**config.mk**
```make
export PLATFORM = sky130hd
export DESIGN_NAME = approx_mul_err_monitor
export DESIGN_NICKNAME = d
export VERILOG_FILES = /design/src/rtl/approx_mul_err_monitor.sv
export SDC_FILE = /design/constraint.sdc
export NUM_CORES = 1
export LEC_CHECK = 0
export CAP_MARGIN = 20
export CORE_ASPECT_RATIO = 0.7
export CORE_UTILIZATION = 52
export DETAILED_ROUTE_END_ITERATION = 10
export HOLD_SLACK_MARGIN = 0.12
export PLACE_DENSITY_LB_ADDON = 0.08
export SYNTH_ARGS = -nofsm -noshare
export SYNTH_HDL_FRONTEND = slang
export SYNTH_SLANG_ARGS = --single-unit
export TNS_END_PERCENT = 10
```
**constraint.sdc**
```tcl
create_clock -name clk -period 5.05 [get_ports clk]
set_input_delay 1.01 -clock clk [delete_from_list [all_inputs] [get_ports clk]]
set_output_delay 1.01 -clock clk [all_outputs]
set_load 0.1 [all_outputs]
```
**src/rtl/approx_mul_err_monitor.sv**
```systemverilog
// approx_mul_err_monitor
// Error-statistics monitor for an 8x8 approximate multiplier. Each accepted
// (op_a, op_b, approx_prod) triple is compared against the exact product,
// and a programmed-length run accumulates:
//   - the count of erroneous samples
//   - the saturating sum of error distance (ED = |a*b - approx|)
//   - the largest ED seen, with the operands that produced it
// Pipeline: S1 registers the operands and the exact product, S2 registers
// the ED, and the accumulators update one edge later. There are no stalls.
// Optional build macro ERR_BIAS_EN adds bias_sum, a saturating signed sum
// of (approx - exact). Its saturation also sets sum_sat.

module approx_mul_err_monitor #(
    parameter int W     = 8,
    parameter int CNT_W = 24,
    parameter int SUM_W = 32
) (
    input  logic               clk,
    input  logic               rst,
    input  logic               start,
    input  logic [CNT_W-1:0]   num_samples,
    input  logic               in_valid,
    output logic               in_ready,
    input  logic [W-1:0]       op_a,
    input  logic [W-1:0]       op_b,
    input  logic [2*W-1:0]     approx_prod,
    output logic               busy,
    output logic               done,
    output logic [CNT_W-1:0]   sample_cnt,
    output logic [CNT_W-1:0]   err_cnt,
    output logic [SUM_W-1:0]   ed_sum,
    output logic               sum_sat,
    output logic [2*W-1:0]     ed_max,
    output logic [W-1:0]       max_a,
    output logic [W-1:0]       max_b
`ifdef ERR_BIAS_EN
    ,
    output logic signed [SUM_W-1:0] bias_sum
`endif
);

    typedef enum logic [1:0] {
        S_IDLE,
        S_RUN,
        S_DRAIN,
        S_DONE
    } state_t;

    state_t           state_q, state_d;
    logic [CNT_W-1:0] target_q;
    logic [CNT_W-1:0] accepted_q;
    logic             start_acc;
    logic             xfer;
    logic             last_xfer;

    // Stage 1: captured triple plus its exact product.
    logic             v1;
    logic [W-1:0]     a1, b1;
    logic [2*W-1:0]   p1;
    logic [2*W-1:0]   exact1;

    // Stage 2: error distance and signed error.
    logic               v2;
    logic [W-1:0]       a2, b2;
    logic [2*W-1:0]     ed2;
    logic signed [2*W:0] err2;

    // Stage 1 arithmetic, evaluated at 2W+1 bits so the sign survives.
    logic [2*W:0]     diff1;      // exact - approx
    logic [2*W:0]     neg1;       // approx - exact
    logic [2*W-1:0]   ed1;

    // Accumulator arithmetic.
    logic [SUM_W:0]   sum_ext;
    logic             ed_ovf;
    logic             sat_hit;

`ifdef ERR_BIAS_EN
    logic signed [SUM_W:0] err_ext;
    logic signed [SUM_W:0] bias_ext;
    logic                  bias_pos_ovf;
    logic                  bias_neg_ovf;
    logic signed [SUM_W-1:0] bias_next;
`endif

    // ------------------------------------------------------------------
    // Handshake and status decode. Everything here comes from registers.
    // ------------------------------------------------------------------
    assign in_ready  = (state_q == S_RUN) && (accepted_q != target_q);
    assign busy      = (state_q == S_RUN) || (state_q == S_DRAIN);
    assign done      = (state_q == S_DONE);
    assign xfer      = in_valid && in_ready;
    assign last_xfer = xfer && ((accepted_q + CNT_W'(1)) == target_q);
    assign start_acc = start && ((state_q == S_IDLE) || (state_q == S_DONE));

    // Next-state logic for the run-control FSM.
    always_comb begin
        // NOTE: every signal written in this block gets a default first, so
        // no path through the case statement can leave it unassigned and
        // infer a latch.
        state_d = state_q;
        case (state_q)
            S_IDLE, S_DONE: begin
                if (start) begin
                    state_d = (num_samples == '0) ? S_DONE : S_RUN;
                end
            end
            S_RUN: begin
                if (last_xfer) begin
                    state_d = S_DRAIN;
                end
            end
            S_DRAIN: begin
                if (!v1 && !v2) begin
                    state_d = S_DONE;
                end
            end
            default: state_d = S_IDLE;
        endcase
    end

    // FSM state register.
    always_ff @(posedge clk or posedge rst) begin
        // NOTE: sequential state uses non-blocking assignments, so every
        // register samples the pre-edge values regardless of block order.
        if (rst) begin
            state_q <= S_IDLE;
        end else begin
            state_q <= state_d;
        end
    end

    // Run target and accepted-transfer counter.
    always_ff @(posedge clk or posedge rst) begin
        if (rst) begin
            target_q   <= '0;
            accepted_q <= '0;
        end else if (start_acc) begin
            target_q   <= num_samples;
            accepted_q <= '0;
        end else if (xfer) begin
            accepted_q <= accepted_q + CNT_W'(1);
        end
    end

    // ------------------------------------------------------------------
    // Datapath pipeline
    // ------------------------------------------------------------------

    // Stage-1 valid flag. The pipeline is always empty when a run starts.
    always_ff @(posedge clk or posedge rst) begin
        if (rst) begin
            v1 <= 1'b0;
        end else begin
            v1 <= xfer;
        end
    end

    // Stage-1 payload: triple and exact product, loaded on a transfer.
    always_ff @(posedge clk) begin
        // NOTE: payload registers are qualified by the valid flags, which do
        // reset. The payload itself needs no reset and loads only on a
        // transfer.
        if (xfer) begin
            a1     <= op_a;
            b1     <= op_b;
            p1     <= approx_prod;
            exact1 <= (2*W)'(op_a) * (2*W)'(op_b);
        end
    end

    // Signed difference and its magnitude, computed from the stage-1 registers.
    always_comb begin
        diff1 = {1'b0, exact1} - {1'b0, p1};
        neg1  = {1'b0, p1} - {1'b0, exact1};
        ed1   = diff1[2*W] ? neg1[2*W-1:0] : diff1[2*W-1:0];
    end

    // Stage-2 valid flag.
    always_ff @(posedge clk or posedge rst) begin
        if (rst) begin
            v2 <= 1'b0;
        end else begin
            v2 <= v1;
        end
    end

    // Stage-2 payload: ED, signed error and the operands that produced them.
    always_ff @(posedge clk) begin
        if (v1) begin
            a2   <= a1;
            b2   <= b1;
            ed2  <= ed1;
            err2 <= $signed(neg1);
        end
    end

    // ------------------------------------------------------------------
    // Accumulators
    // ------------------------------------------------------------------

    // Saturating ED sum and optional saturating signed bias sum.
    always_comb begin
        sum_ext = {1'b0, ed_sum} + (SUM_W+1)'(ed2);
        ed_ovf  = sum_ext[SUM_W];
        sat_hit = ed_ovf;
`ifdef ERR_BIAS_EN
        err_ext      = (SUM_W+1)'(err2);
        bias_ext     = {bias_sum[SUM_W-1], bias_sum} + err_ext;
        bias_pos_ovf = !bias_ext[SUM_W] &&  bias_ext[SUM_W-1];
        bias_neg_ovf =  bias_ext[SUM_W] && !bias_ext[SUM_W-1];
        if (bias_pos_ovf) begin
            bias_next = {1'b0, {(SUM_W-1){1'b1}}};
        end else if (bias_neg_ovf) begin
            bias_next = {1'b1, {(SUM_W-1){1'b0}}};
        end else begin
            bias_next = bias_ext[SUM_W-1:0];
        end
        sat_hit = ed_ovf || bias_pos_ovf || bias_neg_ovf;
`endif
    end

    // Statistics registers: cleared by an accepted start, updated from stage 2.
    always_ff @(posedge clk or posedge rst) begin
        if (rst) begin
            sample_cnt <= '0;
            err_cnt    <= '0;
            ed_sum     <= '0;
            sum_sat    <= 1'b0;
            ed_max     <= '0;
            max_a      <= '0;
            max_b      <= '0;
        end else if (start_acc) begin
            sample_cnt <= '0;
            err_cnt    <= '0;
            ed_sum     <= '0;
            sum_sat    <= 1'b0;
            ed_max     <= '0;
            max_a      <= '0;
            max_b      <= '0;
        end else if (v2) begin
            sample_cnt <= sample_cnt + CNT_W'(1);
            if (ed2 != '0) begin
                err_cnt <= err_cnt + CNT_W'(1);
            end
            ed_sum  <= ed_ovf ? '1 : sum_ext[SUM_W-1:0];
            sum_sat <= sum_sat || sat_hit;
            // Strictly greater only: on a tie the first occurrence is kept.
            if (ed2 > ed_max) begin
                ed_max <= ed2;
                max_a  <= a2;
                max_b  <= b2;
            end
        end
    end

`ifdef ERR_BIAS_EN
    // Signed bias accumulator.
    always_ff @(posedge clk or posedge rst) begin
        if (rst) begin
            bias_sum <= '0;
        end else if (start_acc) begin
            bias_sum <= '0;
        end else if (v2) begin
            bias_sum <= bias_next;
        end
    end
`endif

endmodule

```
Word level (Yosys, flattened, before mapping):

Cells that the tools add are included.

* flip-flop bits (word level): 245
* logic and storage cells: 83

* order comparisons: 1
* add/subtract/negate cells: 6
* $mul: 1
* reduce and logical (&&, ||, !) cells: 21
* eq/ne operators: 8
* mux-type cells: 27

Operator list (count)
* 2-to-1 mux 24 bit: 7
* 2-to-1 mux 32 bit: 3
* adder 24 x 1 -> 24 bit, second input constant: 3
* 2-to-1 mux 16 bit: 4
* 2-to-1 mux 8 bit: 6
* adder 32 x 16 -> 33 bit: 1
* == test 24 bit: 1
* zero test 24 bit: 1
* inequality test 24 bit: 1
* subtractor 16 x 16 -> 17 bit: 1
* > comparator 16 bit: 1
* multiplier 8 x 8 -> 16 bit: 1
* nonzero test 16 bit: 1
* subtractor 16 bit: 1
* 2-to-1 mux 2 bit: 4
* nonzero test 2 bit: 4
* case mux 2 bit (3 select lines): 1
* logical AND 1 bit: 5
* == test 2 bit, second input constant: 2
* inequality test 2 bit, second input constant: 2
* AND reduction 2 bit: 2
* logical OR 1 bit: 3
* AND reduction 3 bit: 1
* == test 2 x 1 -> 1 bit, second input constant: 1
* 5 further kinds: 7

Longest topological paths before layout:

* word-level depth: 6
* depth in mapped cells: 18
* gate-level depth less buffers: 18

Worst setup path after synthesis:

OpenSTA, ideal clock, no wires.

* path type: input port to flip-flop
* start: input port op_a[1]
* end: register exact1[15] (data pin)
* stages on the path: 15
* setup time: 266 ps
* buffers on the path: 0
* data arrival time: 4555 ps
* path slack: 229 ps
* cells stage by stage: and2_1 > fa_1 > fa_1 > inv_1 > fa_1 > fa_1 > inv_1 > ha_1 > o21a_1 > nor2_1 > o21bai_1 > a31oi_1 > o21ai_0 > o41ai_1 > xnor2_1

* longest elaborated chain between the ends: 1

Ends and longest elaborated chain
* start: declaration: line 24 `input logic [W-1:0] op_a,`
* multiplier 8 x 8 -> 16 bit: line 168 `exact1 <= (2*W)'(op_a) * (2*W)'(op_b);`
* end signal: assignment: line 168
* end: declaration: line 60 `logic [2*W-1:0] exact1;`

No other way between the ends.
A chain may end at the register's enable or synchronous reset.

Final worst setup path:

* start: input port op_b[6]
* end: register exact1[15] (data pin)

* longest elaborated chain between the ends: 1

Ends and longest elaborated chain
* start: declaration: line 25 `input logic [W-1:0] op_b,`
* multiplier 8 x 8 -> 16 bit: line 168

No other way between the ends.

==> impl_metrics.py <==
metrics = {
    "clocking": {
        "clock_path_buffers": 3,
        "htreeDepth": 1,
        "postCtsHoldBufs": 0,
        "worstSkewPairLatency_ps": 550,
        "cts_made_buffers": 26,
        "clock_sinks": 245,
        "clkTransAtPathRegs_ps": 60,
        "root_buffer": "clkbuf_16",
        "cts_tree": "yes",
    },
    "timing": {
        "setup_viol": 0,
        "hold_viol_final": 0,
        "maxSlewViolCount": 0,
        "tns_ps": 0,
        "max_freq_ghz": 0.203,
        "post-route-min-period_ps": 4920,
        "worstMarginPinSlew_ps": 1100,
        "fin_crit_sh_pct": 97.5,
        "skew_ps": 12.0,
        "relSlewSlack_pct": 26.5,
    },
    "route": {
        "routed_wl_mm": 37.4,
        "drt_iter0_drc": 861,
        "wl_per_cell_microns": 17.4,
        "vias": 11900,
        "dr.pass1.iters": 5,
        "routed_via_density": 5.51,
        "drcViolationCount": 0,
        "antenna_left": 0,
    },
    "floorplanning": {
        "dieArea_sq_um": 30200,
        "initial_core_util_pct": 53.0,
        "die_h_microns": 146,
        "rows": 52,
        "dieWidth_microns": 207,
        "core_sq_um": 29000,
        "ios": 176,
    },
    "placed_design": {
        "io_buffer_count": 175,
        "hpwl_mm": 27.4,
        "dpl_cell_area_sq_um": 17800,
        "gp_congestion": 0.928,
    },
    "worst_setup_path": {
        "end_kind": "flop",
        "worst_ep_required_time_ps": 5330,
        "crit_fanout": 5,
        "start_kind": "input pin",
        "worstSetupPathType": "in2reg",
        "critPathArrivalTime_ps": 5210,
    },
    "power": {
        "clkPwrFrac_pct": 18.3,
        "p_int_uw": 5860,
        "combPwrFrac_pct": 54.4,
        "p_per_area_nw_per_um2": 601,
        "ir_worst_vdd_v": 0.000425,
        "switching_power_uw": 5430,
        "p_sw_share_pct": 48.1,
        "leakagePower_uw": 0.00865,
        "power_frac_seq_pct": 27.3,
    },
    "synth": {
        "syn_area_sq_um": 15300,
        "synth_edf_count": 80,
        "avgSynthCellArea_sq_um": 9.90,
        "async_reset_ff_share_pct": 67.3,
        "yosysSeqAreaShare_pct": 42.6,
        "syn_inst": 1550,
        "synth_top_area_share_pct": 26.9,
        "ys_ff_latch": 245,
        "synth_top_cell_by_area": "dfrtp_1",
        "synth_fp_nets": 1755,
        "synth_area_leaders": "dfrtp_1, edfxtp_1, ha_1",
        "synth_cell_types": 74,
        "ys.flop_type": "dfrtp_1",
        "yosys_warnings": 0,
    },
    "cells_and_area": {
        "final_area_sq_um": 18800,
        "drive_above_1_share_pct": 7.32,
        "multiInputGateArea_sq_um": 8150,
        "syn_to_final_growth_pct": 22.4,
        "filler_cell_count": 2369,
        "antennaDiodeCount": 0,
        "layout.area.seq_sq_um": 6530,
        "final_util_pct": 64.9,
        "final_nets": 1962,
    },
    "run": {
        "drv_cap": 0,
    },
    "grt": {
        "grt_usage_pct": 25.1,
        "grt_max_degree": 104,
        "grt_pass1_vias": 11600,
        "grt_pass1_wl_mm": 61.4,
        "grt-ovfl-total": 0,
        "antenna_found_initial": 0,
    },
    "status": {
        "status": "complete, no violations",
    },
    "hold_path": {
        "hold_class": "reg2reg",
    },
}
## cell usage in the layout, fill, tap and decap left out, drive strengths merged, types with 58 or more instances in the layout
cell type,n
nor2,152
a21oi,71
clkdlybuf4s50,166
nand2,139
o21ai,82
inv,122
edfxtp,80
xor2,85
buf,58
dfrtp,165
ha,106
## final timing paths
check / from / endpoint / slack (ps) / cells after the start
hold reg to reg: b1[5] / b2[5] / 410 / 0
min in group asynchronous: rst / sample_cnt[2] / 970 / 2
setup reg to reg: ed2[0] / ed_sum[31] / 1340 / 10
max in group asynchronous: rst / target_q[9] / 3050 / 3
setup / recovery: op_b[6] / exact1[15] / 130 / 16
hold / removal: b1[5] / b2[5] / 410 / 0
## layout make-up
type | count | area share (%)
clock buffer | 34 | 4.12
clock inverter | 14 | 0.793
multi-input combinational | 1129 | 43.4
tap | 378 | 2.52
sequential | 245 | 34.8
inverter | 122 | 2.46
timing repair buffer | 233 | 11.9
## cell usage after synthesis, drive strengths merged, types with 31 or more instances
| cell | number |
|---|---|
| a21oi | 71 |
| edfxtp | 80 |
| ha | 106 |
| xnor2 | 57 |
| nand4 | 37 |
| o21ai | 82 |
| xor2 | 85 |
| dfrtp | 165 |
| inv | 122 |
| nand2 | 139 |
| nand3 | 38 |
| and2 | 53 |
| clkbuf | 31 |
| fa | 39 |
| nor2 | 152 |
| mux2i | 47 |
## what timing repair did
action                                  4_1_cts  5_1_grt
endpoints found under the setup margin        1        4
cloned                                        0        0
gates resized for setup                       1       12
setup buffers                                 0        1
pin swaps                                     0        4
## metrics by stage
| step | hold slack [ps] | power (uW) | setup WS, ps | instances |
|---|---|---|---|---|
| 6_report | 412 | 11300 | 126 | 2155 |
| 5_1_grt | 419 | 12000 | -7.32 | 2155 |
| 4_1_cts | 415 | 11300 | 41.7 | 2154 |
| 3_5_place_dp | 405 | 9190 | -614 | 2106 |
| 3_3_place_gp | 401 | 9080 | -493 | 2106 |
| 2_1_floorplan | 400 | 7630 | 229 | 1550 |
## critical path, cell delays in order
cell	delay, ps
clkdlybuf4s50_1	540
nand2_1	90
fa_1	490
fa_1	550
inv_1	60
fa_1	530
inv_1	50
fa_1	520
inv_1	40
ha_1	290
inv_1	80
o21bai_1	120
a31oi_1	200
o21ai_1	120
o41ai_2	390
xnor2_1	110
## power by group through the flow
stage	clock (uW)	sequential (uW)	combinational (uW)
after floorplan	0	4840	2790
after global placement	0	3100	5970
after detailed placement	0	3110	6080
after CTS	2110	3070	6130
after global routing	2180	3140	6630
final	2060	3090	6150
## registers in the layout, summed over array words and instances (netlist names)
signal and flops:
sum_sat 1, max_b 8, a1 8, p1 16
v2 1, sample_cnt 24, v1 1, err_cnt 24
exact1 16, b1 8, max_a 8, b2 8
a2 8, state_q 2, target_q 24, ed_max 16
ed_sum 32, accepted_q 24, ed2 16
## layer usage
layer,up-vias,part of all wire (%),track usage [%]
met5,-,0,0
met4,0,1.8,5.34
met3,50,5.7,4.47
met2,327,43,36.6
met1,5737,50,39.0
li1,5757,-,-
## logic make-up after synthesis
| kind of cell | share of synthesized area [%] |
|---|---|
| AND/OR/NAND/NOR | 17.4 |
| buffers and inverters | 4.53 |
| XOR/XNOR | 8.11 |
| AO/OA/AOI/OAI | 10.4 |
| multiplexers | 3.21 |
| adder cells (fa/ha/maj) | 13.7 |
| flip-flops | 42.6 |
Power figures use the tool's default switching activity.
==> patch: new RTL, same settings <==
Set the parameter `SUM_W` to 64 (it was 32).
--- a/src/rtl/approx_mul_err_monitor.sv
+++ b/src/rtl/approx_mul_err_monitor.sv
@@ -14,5 +14,5 @@
     parameter int W     = 8,
     parameter int CNT_W = 24,
-    parameter int SUM_W = 32
+    parameter int SUM_W = 64
 ) (
     input  logic               clk,
Ports: changed (resized ed_sum); port bits go from 176 to 208. The function was not compared with the original's and may differ.
==> patch against the unedited design <==
Global-route usage is 3.8 points higher; via count increased by 30%; synthesized area is 17% higher; power decreased by 4.1%; register-to-register slack lost 0.04 ns; sequential cell count is 32 higher; worst hold slack gained 0.0038 ns; first-iteration DRC count grew 89%; largest power group unchanged; count of clock-buffer cells in the layout decreased by 2; routed wire length rose by 37%; cell area is 16% higher; setup slack gained 0.035 ns; clock skew rose by 0.0017 ns; critical endpoint unchanged.
==> patch: results (changes against the unedited design) <==
status: "finished clean"  # unchanged
cts_setup_buffers: 0  # unchanged
critPathTopFamily: "adder cells"  # unchanged
ys_seq_area_share_pct: 41.0  # was 42.6%
clock_net_power_mw: 2.20  # was 2.06 mW
use_met1_pct: 45.8  # was 39.0%
ys_types: 82  # was 74
min_path_type: "flop to flop"  # unchanged
drive_gt1_share_pct: 7.76  # was 7.32%
grt_usage_pct: 28.9  # was 25.1%
synthXorXnorAreaFrac_pct: 5.98  # was 8.11%
async_reset_ff_share_pct: 71.1  # was 67.3%
met3_usage_pct: 4.80  # was 4.47%
synth_compound_area_share_pct: 15.4  # was 10.4%
grt_pass1_vias: 14300  # was 11600
grtUsageMet2_pct: 41.0  # was 36.6%
synth_area_leaders: "dfrtp_1, edfxtp_1, ha_1"  # unchanged
grt_pass1_wl_mm: 80.3  # was 61.4 mm
multi_input_area_sq_um: 9760  # was 8150 sq um
dr_total_vias: 15400  # was 11900
gp_congestion: 0.929  # was 0.928
drtIter0Drc: 1629  # was 861
synthAdderAreaFrac_pct: 11.8  # was 13.7%
cts_resized: 3  # was 1
slowest_stage: "fa_1"  # unchanged
p_leak_nw: 9.29  # was 8.65 nW
netlist_instances: 1919  # was 1550
fill_cells: 2752  # was 2369
dp_cells: 2530  # was 2106
place_ws_ns: -0.699  # was -0.614 ns
synth_commonest_cells: "dfrtp_1, nand2_1, nor2_1, inv_1, a21oi_1"  # was dfrtp_1, nor2_1, nand2_1, inv_1, ha_1
grt_start_max_net_pins: 125  # was 104
numPortBuffers: 207  # was 175
hpwlAfterDp_mm: 37.4  # was 27.4 mm
wirelength_mm: 51.2  # was 37.4 mm
clk_pin_slew_ns: 0.06  # about the same
p_sw_mw: 5.00  # was 5.43 mW
cts_buffers: 30  # was 26
clkLatencyLatePin_ns: 0.58  # was 0.55 ns
fin_skew_ns: 0.0138  # was 0.0120 ns
wl_met2_mm: 21.2  # was 15.9 mm
place_area_sq_um: 20600  # was 17800 sq um
met3_length_mm: 3.89  # was 2.12 mm
synthMuxAreaShare_pct: 0.805  # was 3.21%
antenna_cells: 0  # unchanged
largest_reg_flops: 64  # was 32
seq-power_mw: 3.21  # was 3.09 mW
dr.pass1.iters: 6  # was 5
worst_path_largest_cell_delay_ns: 0.53  # was 0.55 ns
final_nets: 2334  # was 1962
p_int_mw: 5.83  # was 5.86 mW
vdd_drop_max_mv: 0.750  # was 0.425 mV
relSlewSlack_pct: 26.5  # about the same
synth_nets: 2124  # was 1755
wl_met1_mm: 25.2  # was 18.6 mm
stdcell_count: 2588  # was 2155
==> patch: cell types whose count changed after synthesis, moves of 19 or more <==
| cell | delta |
|---|---|
| a21oi_1 | +55 |
| mux2i_1 | -36 |
| nand2_1 | +28 |
| a31oi_1 | +19 |
| nand3_1 | +41 |
| o21ai_0 | +46 |
| xor2_1 | -30 |
| clkbuf_1 | +35 |
| dfrtp_1 | +32 |
==> patch: final cells by class <==
type,instances,area share (%)
multi-input combinational,1415,45.0
tap,435,2.51
inverter,134,2.33
clock inverter,24,1.01
clock buffer,32,3.49
timing repair buffer,271,11.9
sequential,277,33.8
==> patch: path summary, 6_finish.rpt <==
check / start / endpoint / slack, ns / cells past startpoint
worst min register to register: b1[0] / b2[0] / 0.42 / 0
max in group asynchronous: rst / ed_sum[12] / 3.45 / 3
min in group asynchronous: rst / target_q[16] / 0.95 / 3
worst min-delay path: b1[0] / b2[0] / 0.42 / 0
worst max register to register: ed2[0] / ed_sum[43] / 1.30 / 12
worst max-delay path: op_a[2] / exact1[15] / 0.16 / 19
